**config.mk**
```make
export PLATFORM = sky130hd
export DESIGN_NAME = tc_mul_pipe
export DESIGN_NICKNAME = d
export VERILOG_FILES = /design/src/rtl/tc_mul_pkg.sv /design/src/rtl/tc_mul_stage.sv /design/src/rtl/tc_mul_pipe.sv
export SDC_FILE = /design/constraint.sdc
export NUM_CORES = 1
export LEC_CHECK = 0
export CAP_MARGIN = 20
export CORE_MARGIN = 5
export CORE_UTILIZATION = 56
export CTS_CLUSTER_DIAMETER = 150
export CTS_CLUSTER_SIZE = 30
export DETAILED_ROUTE_END_ITERATION = 8
export PLACE_DENSITY = 0.74
export SLEW_MARGIN = 20
export SYNTH_ARGS = -nofsm -noshare
export SYNTH_HDL_FRONTEND = slang
export SYNTH_SLANG_ARGS = --single-unit
```
**constraint.sdc**
```tcl
create_clock -name ap_clk -period 6.3 [get_ports ap_clk]
set_clock_uncertainty 0.15 [all_clocks]
set_input_delay 0.945 -clock ap_clk [delete_from_list [all_inputs] [get_ports ap_clk]]
set_output_delay 0.945 -clock ap_clk [all_outputs]
set_load 0.005 [all_outputs]
```
**src/rtl/tc_mul_pkg.sv**
```systemverilog
// Shared widths, saturation limits and the fit/clamp/wrap decision for tc_mul_pipe.
// Everything is evaluated on a 64-bit signed carrier wide enough for any legal width combination.
package tc_mul_pkg;

   localparam int MAX_W = 64;

   typedef logic signed [MAX_W-1:0] wide_t;

   typedef struct packed {
      logic             ovf;
      logic [MAX_W-1:0] val;
   } fit_t;

   function automatic int full_w(input int a_w, input int b_w);
      return a_w + b_w;
   endfunction

   function automatic int rnd_w(input int a_w, input int b_w);
      return a_w + b_w + 1;
   endfunction

   function automatic wide_t sat_max(input int p_w);
      return (wide_t'(1) <<< (p_w - 1)) - wide_t'(1);
   endfunction

   function automatic wide_t sat_min(input int p_w);
      return -(wide_t'(1) <<< (p_w - 1));
   endfunction

   // Caller keeps val[p_w-1:0]; the wrap case therefore just passes s through.
   function automatic fit_t fit_clamp(input wide_t s, input int p_w, input logic sat);
      fit_t  r;
      wide_t mx;
      wide_t mn;
      mx    = sat_max(p_w);
      mn    = sat_min(p_w);
      r.ovf = (s > mx) || (s < mn);
      if (r.ovf && sat) begin
         r.val = s[MAX_W-1] ? mn : mx;
      end else begin
         r.val = s;
      end
      return r;
   endfunction

endpackage

```
**src/rtl/tc_mul_stage.sv**
```systemverilog
// One clock-enabled pipeline register carrying a data word and its valid bit.
// Synchronous reset clears both and overrides the clock enable.
module tc_mul_stage #(
   parameter int W = 8
) (
   input  logic         i_clk,
   input  logic         i_rst,
   input  logic         i_ce,
   input  logic         i_vld,
   input  logic [W-1:0] i_dat,
   output logic         o_vld,
   output logic [W-1:0] o_dat
);

   logic         r_vld;
   logic [W-1:0] r_dat;

   always_ff @(posedge i_clk) begin
      if (i_rst) begin
         r_vld <= 1'b0;
         r_dat <= '0;
      end else if (i_ce) begin
         r_vld <= i_vld;
         r_dat <= i_dat;
      end
   end

   assign o_vld = r_vld;
   assign o_dat = r_dat;

endmodule

```
**src/rtl/tc_mul_pipe.sv**
```systemverilog
// Pipelined signed x unsigned multiply with optional round/shift and saturate-or-wrap to P_WIDTH.
// Latency NUM_STAGE enabled cycles, one op per enabled cycle; ce=0 freezes every stage.
module tc_mul_pipe
   import tc_mul_pkg::*;
#(
   parameter int A_WIDTH   = 17,
   parameter int B_WIDTH   = 10,
   parameter int P_WIDTH   = 26,
   parameter int NUM_STAGE = 3,
   parameter int SHIFT     = 0,
   parameter int ROUND     = 0,
   parameter int SATURATE  = 0
) (
   input  logic                      ap_clk,
   input  logic                      ap_rst,
   input  logic                      ce,
   input  logic                      in_valid,
   input  logic signed [A_WIDTH-1:0] din0,
   input  logic        [B_WIDTH-1:0] din1,
   output logic                      out_valid,
   output logic signed [P_WIDTH-1:0] dout,
   output logic                      ovf
);

   localparam int FW    = full_w(A_WIDTH, B_WIDTH);
   localparam int RW    = rnd_w(A_WIDTH, B_WIDTH);
   localparam int NPROD = (NUM_STAGE >= 3) ? NUM_STAGE - 2 : 0;
   localparam int RSH   = (SHIFT > 0) ? SHIFT - 1 : 0;
   localparam logic [RW-1:0] RND = (ROUND != 0 && SHIFT > 0) ?
                                   ({{(RW-1){1'b0}}, 1'b1} << RSH) : '0;

   logic          w_op_vld;
   logic [FW-1:0] w_op_dat;

   generate
      if (NUM_STAGE >= 2) begin : g_op
         tc_mul_stage #(.W(FW)) u_op (
            .i_clk (ap_clk),
            .i_rst (ap_rst),
            .i_ce  (ce),
            .i_vld (in_valid),
            .i_dat ({din0, din1}),
            .o_vld (w_op_vld),
            .o_dat (w_op_dat)
         );
      end else begin : g_op_bypass
         assign w_op_vld = in_valid;
         assign w_op_dat = {din0, din1};
      end
   endgenerate

   logic [A_WIDTH-1:0] w_a;
   logic [B_WIDTH-1:0] w_b;
   logic [FW-1:0]      w_a_ext;
   logic [FW-1:0]      w_b_ext;
   logic [FW-1:0]      w_prod;

   // Product of a signed A-bit and a non-negative B-bit value always fits FW bits,
   // so the low FW bits of the extended multiply are exact.
   assign w_a     = w_op_dat[FW-1:B_WIDTH];
   assign w_b     = w_op_dat[B_WIDTH-1:0];
   assign w_a_ext = {{B_WIDTH{w_a[A_WIDTH-1]}}, w_a};
   assign w_b_ext = {{A_WIDTH{1'b0}}, w_b};
   assign w_prod  = w_a_ext * w_b_ext;

   logic [FW-1:0] w_pd [0:NPROD];
   logic          w_pv [0:NPROD];

   assign w_pd[0] = w_prod;
   assign w_pv[0] = w_op_vld;

   generate
      for (genvar gi = 0; gi < NPROD; gi++) begin : g_prod
         tc_mul_stage #(.W(FW)) u_prod (
            .i_clk (ap_clk),
            .i_rst (ap_rst),
            .i_ce  (ce),
            .i_vld (w_pv[gi]),
            .i_dat (w_pd[gi]),
            .o_vld (w_pv[gi+1]),
            .o_dat (w_pd[gi+1])
         );
      end
   endgenerate

   logic signed [RW-1:0] w_r;
   logic signed [RW-1:0] w_s;
   wide_t                w_s64;
   fit_t                 w_fit;
   logic                 w_unused_hi;
   logic [P_WIDTH:0]     w_out_dat;

   assign w_r         = $signed({w_pd[NPROD][FW-1], w_pd[NPROD]} + RND);
   assign w_s         = w_r >>> SHIFT;
   assign w_s64       = {{(MAX_W-RW){w_s[RW-1]}}, w_s};
   assign w_fit       = fit_clamp(w_s64, P_WIDTH, SATURATE != 0);
   assign w_unused_hi = ^w_fit.val[MAX_W-1:P_WIDTH];

   tc_mul_stage #(.W(P_WIDTH+1)) u_out (
      .i_clk (ap_clk),
      .i_rst (ap_rst),
      .i_ce  (ce),
      .i_vld (w_pv[NPROD]),
      .i_dat ({w_fit.ovf, w_fit.val[P_WIDTH-1:0]}),
      .o_vld (out_valid),
      .o_dat (w_out_dat)
   );

   assign ovf  = w_out_dat[P_WIDTH];
   assign dout = w_out_dat[P_WIDTH-1:0];

endmodule

```
# Word-level counts from Yosys, hierarchy flattened
# Index checks and enable logic that the tools add are counted.
[classes] reduce_logical=1 magnitude_cmp=2 multipliers=1
[ops] op="27-bit by 26-bit > comparator with 1-bit output (second input constant)" count=1
[ops] op="27-bit by 26-bit < comparator with 1-bit output (second input constant)" count=1
[ops] op="17-bit by 11-bit multiplier with 27-bit output" count=1
[ops] op="1-bit logical OR" count=1
[word_totals] out_inout_bits=28 inputBits=31 reg_bits=84 elab_cells=10

# Longest topological paths before layout
# Gate-level depths: netlist of run 1.
[logic_depth] word_depth=2 ltp_mapped=22 depth_no_buf=19

# By module
# From an unflattened synthesis of run 1, not the netlist that was laid out.
[unflattened] hier_cells=1020 hier_area_um2=9392.8
[by_module_without_submodules] module="tc_mul_pipe" cells_per_inst=750 area_per_inst_um2=6356.1 seq_area_each_um2=0.0 n_inst=1
[by_module_without_submodules] module="tc_mul_stage" cells_per_inst=90 area_per_inst_um2=1012.2 seq_area_each_um2=560.5 n_inst=3

# Least setup slack after synthesis of run 1
# OpenSTA, ideal clock, no wires.
[synth_timing] kind="register to register" start="register g_op.u_op.r_dat[2] (netlist: g_op.u_op.o_dat[2])" end="register g_prod[0].u_prod.r_dat[22]" period_less_slack_ps=5383 setup_time_ps=133 t_required_ps=6017 arrival_time_ps=5099 setup_slack_ps=917 n_path_buf=2 path_stages_with_launch=20 cell_sequence="dfxtp_1 clkbuf_1 clkbuf_1 nand2_1 fa_1 fa_1 fa_1 inv_1 fa_1 inv_1 fa_1 inv_1 ha_1 a21oi_1 o21ai_1 nand2_1 a21o_1 a32o_2 o31ai_1 o211ai_1"
[synth_between] elab_chain_len=1
[synth_rtl] item="start, declared" line="tc_mul_stage.sv:16" rtl="logic [W-1:0] r_dat;"
[synth_rtl] item="start signal, assigned" line="tc_mul_stage.sv:24" rtl="r_dat <= i_dat;"
[synth_rtl] item="17-bit by 11-bit multiplier with 27-bit output" line="tc_mul_pipe.sv:64" rtl="assign w_prod = w_a_ext * w_b_ext;"
[synth_rtl] item="end signal, assigned" line="tc_mul_stage.sv:24"
[synth_rtl] item="end, declared" line="tc_mul_stage.sv:16"
# Every way passes these cells.
# A chain may end at the register's enable or synchronous reset.

# Final worst setup path of run 1
[layout_timing] start="register g_op.u_op.r_dat[5] (netlist: g_op.u_op.o_dat[5])" end="register g_prod[0].u_prod.r_dat[26]"
# Same word-level chain as after synthesis.

==> results.md, run 1 <==
* Primary FF master, synth: dfxtp_1
* Clock Latency Late Sink at 0.34 ns
* Main area contributors after synthesis: fa_1 (32%), dfxtp_1 (18%), inv_1 (8.3%)
* DR vias/cell at 5.28
* Vias at 6778
* Clk buf depth at 2
* Status: finished, final reports clean
* Critical Path End Type: flop
* Vias in the first global route at 7111
* Filler cells at 1417
* Post-synth design cell area at 0.00937 mm2
* Peak supply drop at 0.000120 V
* Final Hold Fails at 0
* Slew Viols, Final at 0
* Die Span X at 139 um
* # nets final at 1300
* P per Cell Area at 152 mW/mm2
* TNS Setup at 0 ns
* Hold Slack at 0.306 ns
* H-tree Lvls at 3
* Startpoint types: flop
* CTS clk-pin slew, worst paths at 0.07 ns
* Synth-to-Final Area Change at 10.4%
* Cell count after placement at 1268
* RSZ-0062 raised after global routing: no
* Die ar. at 0.0194 mm2
* CP Data Arrival Time at 5.91 ns
* # diodes at 0
* Initial Utilization at 56.7%
* Synth Area per Inst at 9.01 um2
* Ys async rst share at 0%
* Worst-Margin Slew at 0.701 ns
* Distinct cell type count after synthesis at 59
* Fmax at 0.173 GHz
* # rows at 47
* Hold buffers post-CTS at 0
* Synth area leader: fa_1
* Top cells by count, synth: inv_1 (206), fa_1 (150), nand2_1 (113), nor2_1 (90), dfxtp_1 (84)
* Global route overflow at 0
* IO Pins at 59
* DRC errors left at 0
* Total CTS buffers at 9
* First-pass GRT wire length at 34200 um
* Hold Path Class: flop to flop
* Port Buf Inserts at 58
* Final WS setup at 0.511 ns
* DP HPWL at 15600 um
* GPL Wtd Cong at 0.888
* Post-synthesis cell count at 1040
* Leakage at 5.05 nW
* Largest net degree at the start of global routing at 51
* DR pass1 iterations at 4
* Required time of the critical path at 6.43 ns
* Post-synth net total at 1281
* Core Util, Final at 62.6%
* Root Driver: clkbuf_16
* WS Path Type: flop to flop
* GR Util All Layers at 21.6%
* Drt total wl at 19500 um
* Non-Filler Instances at 1284
* Synthesized flop and latch total at 84
* Slew HR at 53.2%
* Per-cell routed wire length at 15.2 um
* Crit share post-route at 91.9%
* CTS tree: yes
* Fraction of layout cells with a size suffix above 1 at 3.29%
* EDFF count, synth at 0
* Antenna viol nets, final at 0
* Sequential fraction of the synthesis area at 17.9%
* Max-cap violations at 0
* Core ar. at 0.0165 mm2
* Iteration-0 DRC Markers at 355
* Most numerous cell in the Yosys netlist: inv_1
* CP max FO at 18
* Dpl ws at 0.514 ns
* Die Height at 139 um
* Warnings from Yosys at 0
* Final setup violation count at 0
* TritonCTS Sinks at 84
* Final Critical Period at 5.79 ns
* Initial antenna violation count at 0
* Post-synth top area share at 32.0%
[sequential cells by signal (all words and copies together), names as in the netlist]
name	flops
u_out.o_dat	27
g_prod.u_prod.o_vld	1
u_out.o_vld	1
g_op.u_op.o_dat	27
g_prod.u_prod.o_dat	27
g_op.u_op.o_vld	1
[stage by stage]
stage	area, um2	total power, mW
6_report	10300	1.57
5_1_grt	10300	1.67
4_1_cts	10300	1.59
3_5_place_dp	10000	1.04
3_3_place_gp	10000	1.03
2_1_floorplan	9370	0.922
[logic make-up after synthesis]
| group | after synthesis | share of synthesized area [%] |
|---|---|---|
| buf+inv | 261 | 10.6 |
| fa+ha+maj | 210 | 40.1 |
| mux | 67 | 7.16 |
| compound gates | 77 | 5.96 |
| simple gates | 318 | 15.9 |
| flops | 84 | 17.9 |
| xor+xnor | 23 | 2.38 |
[report_power, final]
group / switching, mW / internal [mW] / total [mW] / leakage, nW
logic: 0.225 / 0.185 / 0.409 / 4.22
registers: 0.0539 / 0.564 / 0.618 / 0.687
clock network: 0.231 / 0.314 / 0.545 / 0.150
[layout by cell type (no fill, tap or decap), types with 3 or more instances in the layout]
cell             Yosys  final
mux2i_1             67     67
clkbuf_16            0      9
inv_1              206    206
clkdlybuf4s50_1      0     56
dfxtp_1             84     83
fa_1               150    150
a41oi_1              3      3
nor2_1              90     90
a21oi_1             22     22
ha_1                60     60
nand3_1              6      6
o22ai_1              3      3
nor3b_1              3      3
xnor2_1             18     18
buf_4                0      6
nand2b_1             7      7
o21ai_1              4      4
a211oi_1             6      6
xor2_1               3      3
nor3_1               3      3
nor2b_1              5      5
nand2_1            113    113
and2_1              79     79
o21ai_0             13     13
[area by class of cell]
class | instances | area (um2) | area share, %
multi-input cells | 695 | 6700 | 64.7
flip-flops and latches | 84 | 1680 | 16.3
inverters | 206 | 773 | 7.47
repair buffers | 63 | 611 | 5.90
well taps | 220 | 275 | 2.66
clock buffers | 9 | 225 | 2.18
clock inverters | 7 | 82.6 | 0.798
[final timing paths]
path	slack, ns	endpoint	from	cells after the start
max	0.51	g_prod[0].u_prod.o_dat[26]	g_op.u_op.o_dat[5]	19
min	0.31	g_prod[0].u_prod.o_dat[17]	g_prod[0].u_prod.o_dat[17]	2
max reg2reg	0.51	g_prod[0].u_prod.o_dat[26]	g_op.u_op.o_dat[5]	19
min reg2reg	0.31	g_prod[0].u_prod.o_dat[17]	g_prod[0].u_prod.o_dat[17]	2
[critical path: stages (launching register included)]
cell	delay, ns
dfxtp_1	0.76
nand2_1	0.20
inv_1	0.16
fa_1	0.56
fa_1	0.57
inv_1	0.05
fa_1	0.53
inv_1	0.05
fa_1	0.53
inv_1	0.05
fa_1	0.52
inv_1	0.04
ha_1	0.37
nand3_1	0.11
nand2_1	0.08
a211oi_1	0.34
and2_1	0.20
a21oi_1	0.07
a211o_1	0.28
o21ai_1	0.06
[per-layer routing]
| layer | global-route usage (%) | up-vias | share of wire [%] |
|---|---|---|---|
| li1 | - | 3202 | - |
| met5 | 0 | - | 0 |
| met2 | 40.0 | 133 | 53 |
| met1 | 25.9 | 3402 | 40 |
| met4 | 7.16 | 0 | 2.8 |
| met3 | 2.57 | 41 | 3.4 |
[repair_timing]
item | 4_1_cts | 5_1_grt
setup endpoints to repair | 0 | 1
setup buffers | 0 | 0
resized for setup | 0 | 1
Power figures use the tool's default switching activity.
==> run 2, diff against run 1 <==
--- a/config.mk
+++ b/config.mk
@@ -6,7 +6,6 @@
 export NUM_CORES = 1
 export LEC_CHECK = 0
 export CAP_MARGIN = 20
-export CORE_MARGIN = 5
 export CORE_UTILIZATION = 56
 export CTS_CLUSTER_DIAMETER = 150
 export CTS_CLUSTER_SIZE = 30
==> run 2 against run 1 <==
Compared with the run above:
- worst setup slack improved by 0.014 ns
- global-route usage grew 3.6 points
- non-clock buffer count down 1
- largest power group unchanged
==> results.md, run 2 (same netlist as run 1, synthesis figures left out) <==
* Status: finished, final reports clean (unchanged)
* Antenna viol nets, final at 0 (unchanged)
* DR vias/cell at 5.32 (was 5.28)
* Per-cell routed wire length at 15.1 um (was 15.2 um)
* CP Data Arrival Time at 5.91 ns (about the same)
* End of the worst hold path: g_prod[0].u_prod.o_dat[20] (was g_prod[0].u_prod.o_dat[17])
* Sw Ratio at 34.4% (was 32.4%)
* H-tree Lvls at 3 (unchanged)
* Int Pwr at 1.03 mW (was 1.06 mW)
* Commonest non-fill, non-tap cell in the layout: inv_1 (unchanged)
* Largest net degree at the start of global routing at 79 (was 51)
* Die Height at 131 um (was 139 um)
* Post-cts resize count at 0 (unchanged)
* DRC errors left at 0 (unchanged)
* TritonCTS Sinks at 84 (unchanged)
* # diodes at 0 (unchanged)
* Filler cells at 1396 (was 1417)
* Hold depth at 2 (unchanged)
* Register-to-Register Setup Slack at 0.53 ns (was 0.51 ns)
* Required time of the critical path at 6.43 ns (about the same)
* Iteration-0 DRC Markers at 310 (was 355)
* Leakage at 5.05 nW (about the same)
* # nets final at 1299 (was 1300)
* Seq. cell area at 0.00168 mm2 (about the same)
* Switch Pwr at 540 uW (was 510 uW)
* Vias at 6808 (was 6778)
* Flop pwr share at 39.3% (about the same)
* CTS tree: yes (unchanged)
* Die Span X at 131 um (was 139 um)
* Combinational power share at 26.2% (was 26.0%)
* Vias in the first global route at 7339 (was 7111)
* CTS clk-pin slew, worst paths at 0.07 ns (about the same)
* Slew HR at 43.9% (was 53.2%)
* Total CTS buffers at 9 (unchanged)
* IO Pins at 59 (unchanged)
* Reg-to-Reg End: g_prod[0].u_prod.o_dat[26] (unchanged)
* Fmax at 0.173 GHz (about the same)
* Core ar. at 0.0161 mm2 (was 0.0165 mm2)
* Clk pwr share at 34.5% (was 34.7%)
* DP HPWL at 15300 um (was 15600 um)
* # rows at 46 (was 47)
* Fraction of layout cells with a size suffix above 1 at 3.10% (was 3.29%)
* CP max FO at 18 (unchanged)
* Worst Reg-to-Reg Cells at 17 (was 19)
* Critical Path End Type: flop (unchanged)
* Crit share post-route at 91.7% (was 91.9%)
* TNS Setup at 0 ns (unchanged)
* DR pass1 iterations at 5 (was 4)
* Initial Utilization at 58.2% (was 56.7%)
* Final Hold Fails at 0 (unchanged)
* First-pass GRT wire length at 34500 um (was 34200 um)
* Clk buf depth at 2 (unchanged)
* Synth-to-Final Area Change at 10.2% (was 10.4%)
* Final Critical Period at 5.77 ns (was 5.79 ns)
* WS Path Type: flop to flop (unchanged)
* Final setup violation count at 0 (unchanged)
* Multi-input gate area at 0.00670 mm2 (unchanged)
* GPL Wtd Cong at 0.862 (was 0.888)
* Core Util, Final at 64.1% (was 62.6%)
* Global route overflow at 0 (unchanged)
* Slew Viols, Final at 0 (unchanged)
* Clock Latency Late Sink at 0.35 ns (was 0.34 ns)
* Initial antenna violation count at 0 (unchanged)
* Startpoint types: flop (unchanged)
* Port Buf Inserts at 58 (unchanged)
* Hold buffers post-CTS at 0 (unchanged)
* Root Driver: clkbuf_16 (unchanged)
* Min-delay src: g_prod[0].u_prod.o_dat[20] (was g_prod[0].u_prod.o_dat[17])
* Die ar. at 0.0173 mm2 (was 0.0194 mm2)
* Most frequent cells in the layout: inv_1 (206), fa_1 (150), nand2_1 (113), nor2_1 (90), dfxtp_1 (84) (was inv_1 (206), fa_1 (150), nand2_1 (113), nor2_1 (90), dfxtp_1 (83))
* GR Util All Layers at 25.2% (was 21.6%)
* P per Cell Area at 152 mW/mm2 (about the same)
* Peak supply drop at 0.000166 V (was 0.000120 V)
* Drt total wl at 19300 um (was 19500 um)
* Worst-Margin Slew at 0.842 ns (was 0.701 ns)
* Hold Path Class: flop to flop (unchanged)
* Max-cap violations at 0 (unchanged)
* RSZ-0062 raised after global routing: no (unchanged)
* R2R Path Start: g_op.u_op.o_dat[2] (was g_op.u_op.o_dat[5])
* Postcts setup bufs at 0 (unchanged)
## run 2: power groups by stage
stage	Sequential [mW]	Combinational (mW)	Clock, mW
after CTS	0.617	0.418	0.549
after detailed placement	0.629	0.414	0
final	0.618	0.412	0.541
after global routing	0.624	0.470	0.573
after floorplan	0.590	0.332	0
after global placement	0.628	0.405	0
## run 2: cell type report
class | count | area share [%]
flip-flops and latches | 84 | 16.3
inverters | 206 | 7.49
multi-input cells | 695 | 64.8
repair buffers | 62 | 5.84
well taps | 216 | 2.62
clock inverters | 7 | 0.739
clock buffers | 9 | 2.18
## run 2: critical path: stages (launching register included)
cell	delay, ns
dfxtp_1	0.70
nand2_1	0.25
fa_1	0.64
inv_1	0.13
fa_1	0.55
inv_1	0.09
fa_1	0.52
fa_1	0.52
fa_1	0.54
inv_1	0.04
ha_1	0.38
a21oi_1	0.16
nand2_1	0.10
a211oi_1	0.31
and2_1	0.19
a21oi_1	0.08
a211o_1	0.29
o21ai_1	0.06
## run 2: per-layer routing
layer  part of all wire [%]  up-vias  routed length (um)  GRT usage, %
met2                     54      145               10400          47.5
met3                    3.2       39                 627          3.09
met1                     40     3420                7740          29.1
met5                      0        -                   0             0
met4                    2.7        0                 519          8.72
li1                       -     3204                   -             -
## run 2: stage by stage
stage / instance area (um2) / total power [mW] / worst slack (ns) / hold WS (ns) / cells
after detailed placement: 10000 / 1.04 / 0.566 / 0.302 / 1263
final: 10300 / 1.57 / 0.526 / 0.317 / 1279
after floorplan: 9370 / 0.922 / 0.917 / 0.275 / 1040
after global routing: 10300 / 1.67 / 0.158 / 0.334 / 1279
after global placement: 10000 / 1.03 / 0.693 / 0.298 / 1263
after CTS: 10300 / 1.58 / 0.553 / 0.316 / 1279
## run 2: worst max path at each step
stage | from | end | slack, ns | cells after the start
4_1_cts | g_op.u_op.o_dat[5] | g_prod[0].u_prod.o_dat[26] | 0.55 | 19
3_3_place_gp | g_op.u_op.o_dat[5] | g_prod[0].u_prod.o_dat[26] | 0.69 | 19
3_5_place_dp | g_op.u_op.o_dat[5] | g_prod[0].u_prod.o_dat[26] | 0.57 | 19
2_1_floorplan | g_op.u_op.o_dat[2] | g_prod[0].u_prod.o_dat[22] | 0.92 | 19
6_report | g_op.u_op.o_dat[2] | g_prod[0].u_prod.o_dat[26] | 0.53 | 17
5_1_grt | g_op.u_op.o_dat[2] | g_prod[0].u_prod.o_dat[26] | 0.16 | 17
==> run 3, diff against run 2 <==
--- a/config.mk
+++ b/config.mk
@@ -10,6 +10,7 @@
 export CTS_CLUSTER_DIAMETER = 150
 export CTS_CLUSTER_SIZE = 30
 export DETAILED_ROUTE_END_ITERATION = 8
+export MAX_ROUTING_LAYER = met4
 export PLACE_DENSITY = 0.74
 export SLEW_MARGIN = 20
 export SYNTH_ARGS = -nofsm -noshare
==> run 3 against run 2 <==
Compared with the run above:
- sequential cell count did not move
- maximum frequency barely moved
- cell count barely moved
- register-to-register slack barely moved
- critical path type unchanged
- critical path depth did not move
==> results.md, run 3 (same netlist as run 1, synthesis figures left out) <==
* Status: finished, final reports clean (unchanged)
* DP HPWL at 15500 um (was 15300 um)
* Slew Viols, Final at 0 (unchanged)
* Slowest Stage Delay on Critical Path at 0.71 ns (was 0.70 ns)
* # nets final at 1300 (was 1299)
* Critical Path End Type: flop (unchanged)
* Drt total wl at 19900 um (was 19300 um)
* CTS tree: yes (unchanged)
* Hold Slack at 0.316 ns (was 0.317 ns)
* DR vias/cell at 5.31 (was 5.32)
* Die Span X at 131 um (unchanged)
* H-tree Lvls at 3 (unchanged)
* Max-cap violations at 0 (unchanged)
* Final Critical Period at 5.77 ns (about the same)
* First-pass GRT wire length at 34800 um (was 34500 um)
* DRC errors left at 0 (unchanged)
* TNS Setup at 0 ns (unchanged)
* Final WS setup at 0.525 ns (was 0.526 ns)
* DR pass1 iterations at 5 (unchanged)
* CTS clk-pin slew, worst paths at 0.07 ns (about the same)
* Die ar. at 0.0173 mm2 (unchanged)
* Worst-Margin Slew at 0.823 ns (was 0.842 ns)
* GPL Wtd Cong at 0.880 (was 0.862)
* Fmax at 0.173 GHz (about the same)
* CP Data Arrival Time at 5.91 ns (about the same)
* Startpoint types: flop (unchanged)
* Crit share post-route at 91.7% (about the same)
* Peak supply drop at 0.000125 V (was 0.000166 V)
* Dpl ws at 0.573 ns (was 0.566 ns)
* Clock Latency Late Sink at 0.36 ns (was 0.35 ns)
* Cell chain of the critical path: nand2_1 > fa_1 > inv_1 > fa_1 > inv_1 > fa_1 > fa_1 > fa_1 > inv_1 > ha_1 > a21oi_1 > nand2_1 > a211oi_1 > and2_1 > a21oi_1 > a211o_1 > o21ai_1 (unchanged)
* Root Driver: clkbuf_16 (unchanged)
* Slew HR at 45.2% (was 43.9%)
* Slowest CP cell: dfxtp_1 (unchanged)
* Synth-to-Final Area Change at 10.5% (was 10.2%)
* RSZ-0062 raised after global routing: no (unchanged)
* Commonest non-fill, non-tap cell in the layout: inv_1 (unchanged)
* Total CTS buffers at 9 (unchanged)
* Vias in the first global route at 7203 (was 7339)
* Die Height at 131 um (unchanged)
* Initial antenna violation count at 0 (unchanged)
* TritonCTS Sinks at 84 (unchanged)
* Port Buf Inserts at 58 (unchanged)
* Cell count after placement at 1264 (was 1263)
* Fraction of layout cells with a size suffix above 1 at 3.20% (was 3.10%)
* Core ar. at 0.0161 mm2 (unchanged)
* # rows at 46 (unchanged)
* Per-cell routed wire length at 15.5 um (was 15.1 um)
* Required time of the critical path at 6.44 ns (was 6.43 ns)
* Hold Path Class: flop to flop (unchanged)
* Non-Filler Instances at 1280 (was 1279)
* Iteration-0 DRC Markers at 446 (was 310)
* # diodes at 0 (unchanged)
* Leakage at 5.06 nW (was 5.05 nW)
* Hold buffers post-CTS at 0 (unchanged)
* Worst path most repeated cell: fa_1 (unchanged)
* Postcts setup bufs at 0 (unchanged)
* Post-cts resize count at 0 (unchanged)
* Global route overflow at 0 (unchanged)
* P per Cell Area at 158 mW/mm2 (was 152 mW/mm2)
* Final Hold Fails at 0 (unchanged)
* Largest net degree at the start of global routing at 79 (unchanged)
* CP max FO at 18 (unchanged)
* Final setup violation count at 0 (unchanged)
* GR Util All Layers at 26.3% (was 25.2%)
* Most frequent cells in the layout: inv_1 (206), fa_1 (150), nand2_1 (113), nor2_1 (90), dfxtp_1 (84) (unchanged)
* Antenna viol nets, final at 0 (unchanged)
* IO Pins at 59 (unchanged)
* WS Path Type: flop to flop (unchanged)
* Clk buf depth at 2 (unchanged)
* Initial Utilization at 58.2% (unchanged)
* Vias at 6801 (was 6808)
## run 3: changes by cell type in the layout (fill, tap and decap cells not counted), sizes merged
cell,change
clkinv,-2
bufinv,+2
buf,+1
## run 3: worst paths after layout
path / from / to / slack (ns) / cells after the start
max reg2reg: g_op.u_op.o_dat[2] / g_prod[0].u_prod.o_dat[26] / 0.53 / 17
max: g_op.u_op.o_dat[2] / g_prod[0].u_prod.o_dat[26] / 0.53 / 17
min reg2reg: g_prod[0].u_prod.o_dat[20] / g_prod[0].u_prod.o_dat[20] / 0.32 / 2
min: g_prod[0].u_prod.o_dat[20] / g_prod[0].u_prod.o_dat[20] / 0.32 / 2
## run 3: per-layer routing
metal	vias to the layer above	global-route usage (%)	wire length, um
met2	130	46.5	10600
met1	3420	30.6	8060
li1	3204	-	-
met4	0	9.95	627
met5	-	-	0
met3	47	2.97	596
## run 3: area by class of cell
type	count	area (um2)
clock buffer	9	225
fill	1369	5760
timing repair buffer	63	611
clock inverter	7	103
multi-input combinational	695	6700
sequential	84	1680
tap	216	270
inverter	206	773
## run 3: metrics by stage
stage	power, mW	area, um2	utilization, %
global placement	1.03	10000	62.2
global route	1.73	10400	64.3
finish	1.63	10400	64.3
CTS	1.65	10400	64.3
floorplan	0.922	9370	-
detailed placement	1.04	10000	62.2
## run 3: worst max-delay path, delay by kind of cell (launching register included)
family / cells / cell delay (ns)
compound gates: 5 / 0.86
fa+ha+maj: 6 / 3.16
buf+inv: 3 / 0.27
flops: 1 / 0.71
simple gates: 3 / 0.55
## run 3: power breakdown
part | switching [mW] | internal [mW] | leakage [nW] | total [mW]
sequential | 0.0537 | 0.564 | 0.686 | 0.618
clock | 0.248 | 0.354 | 0.163 | 0.602
combinational | 0.226 | 0.186 | 4.21 | 0.412
total | 0.528 | 1.10 | 5.06 | 1.63
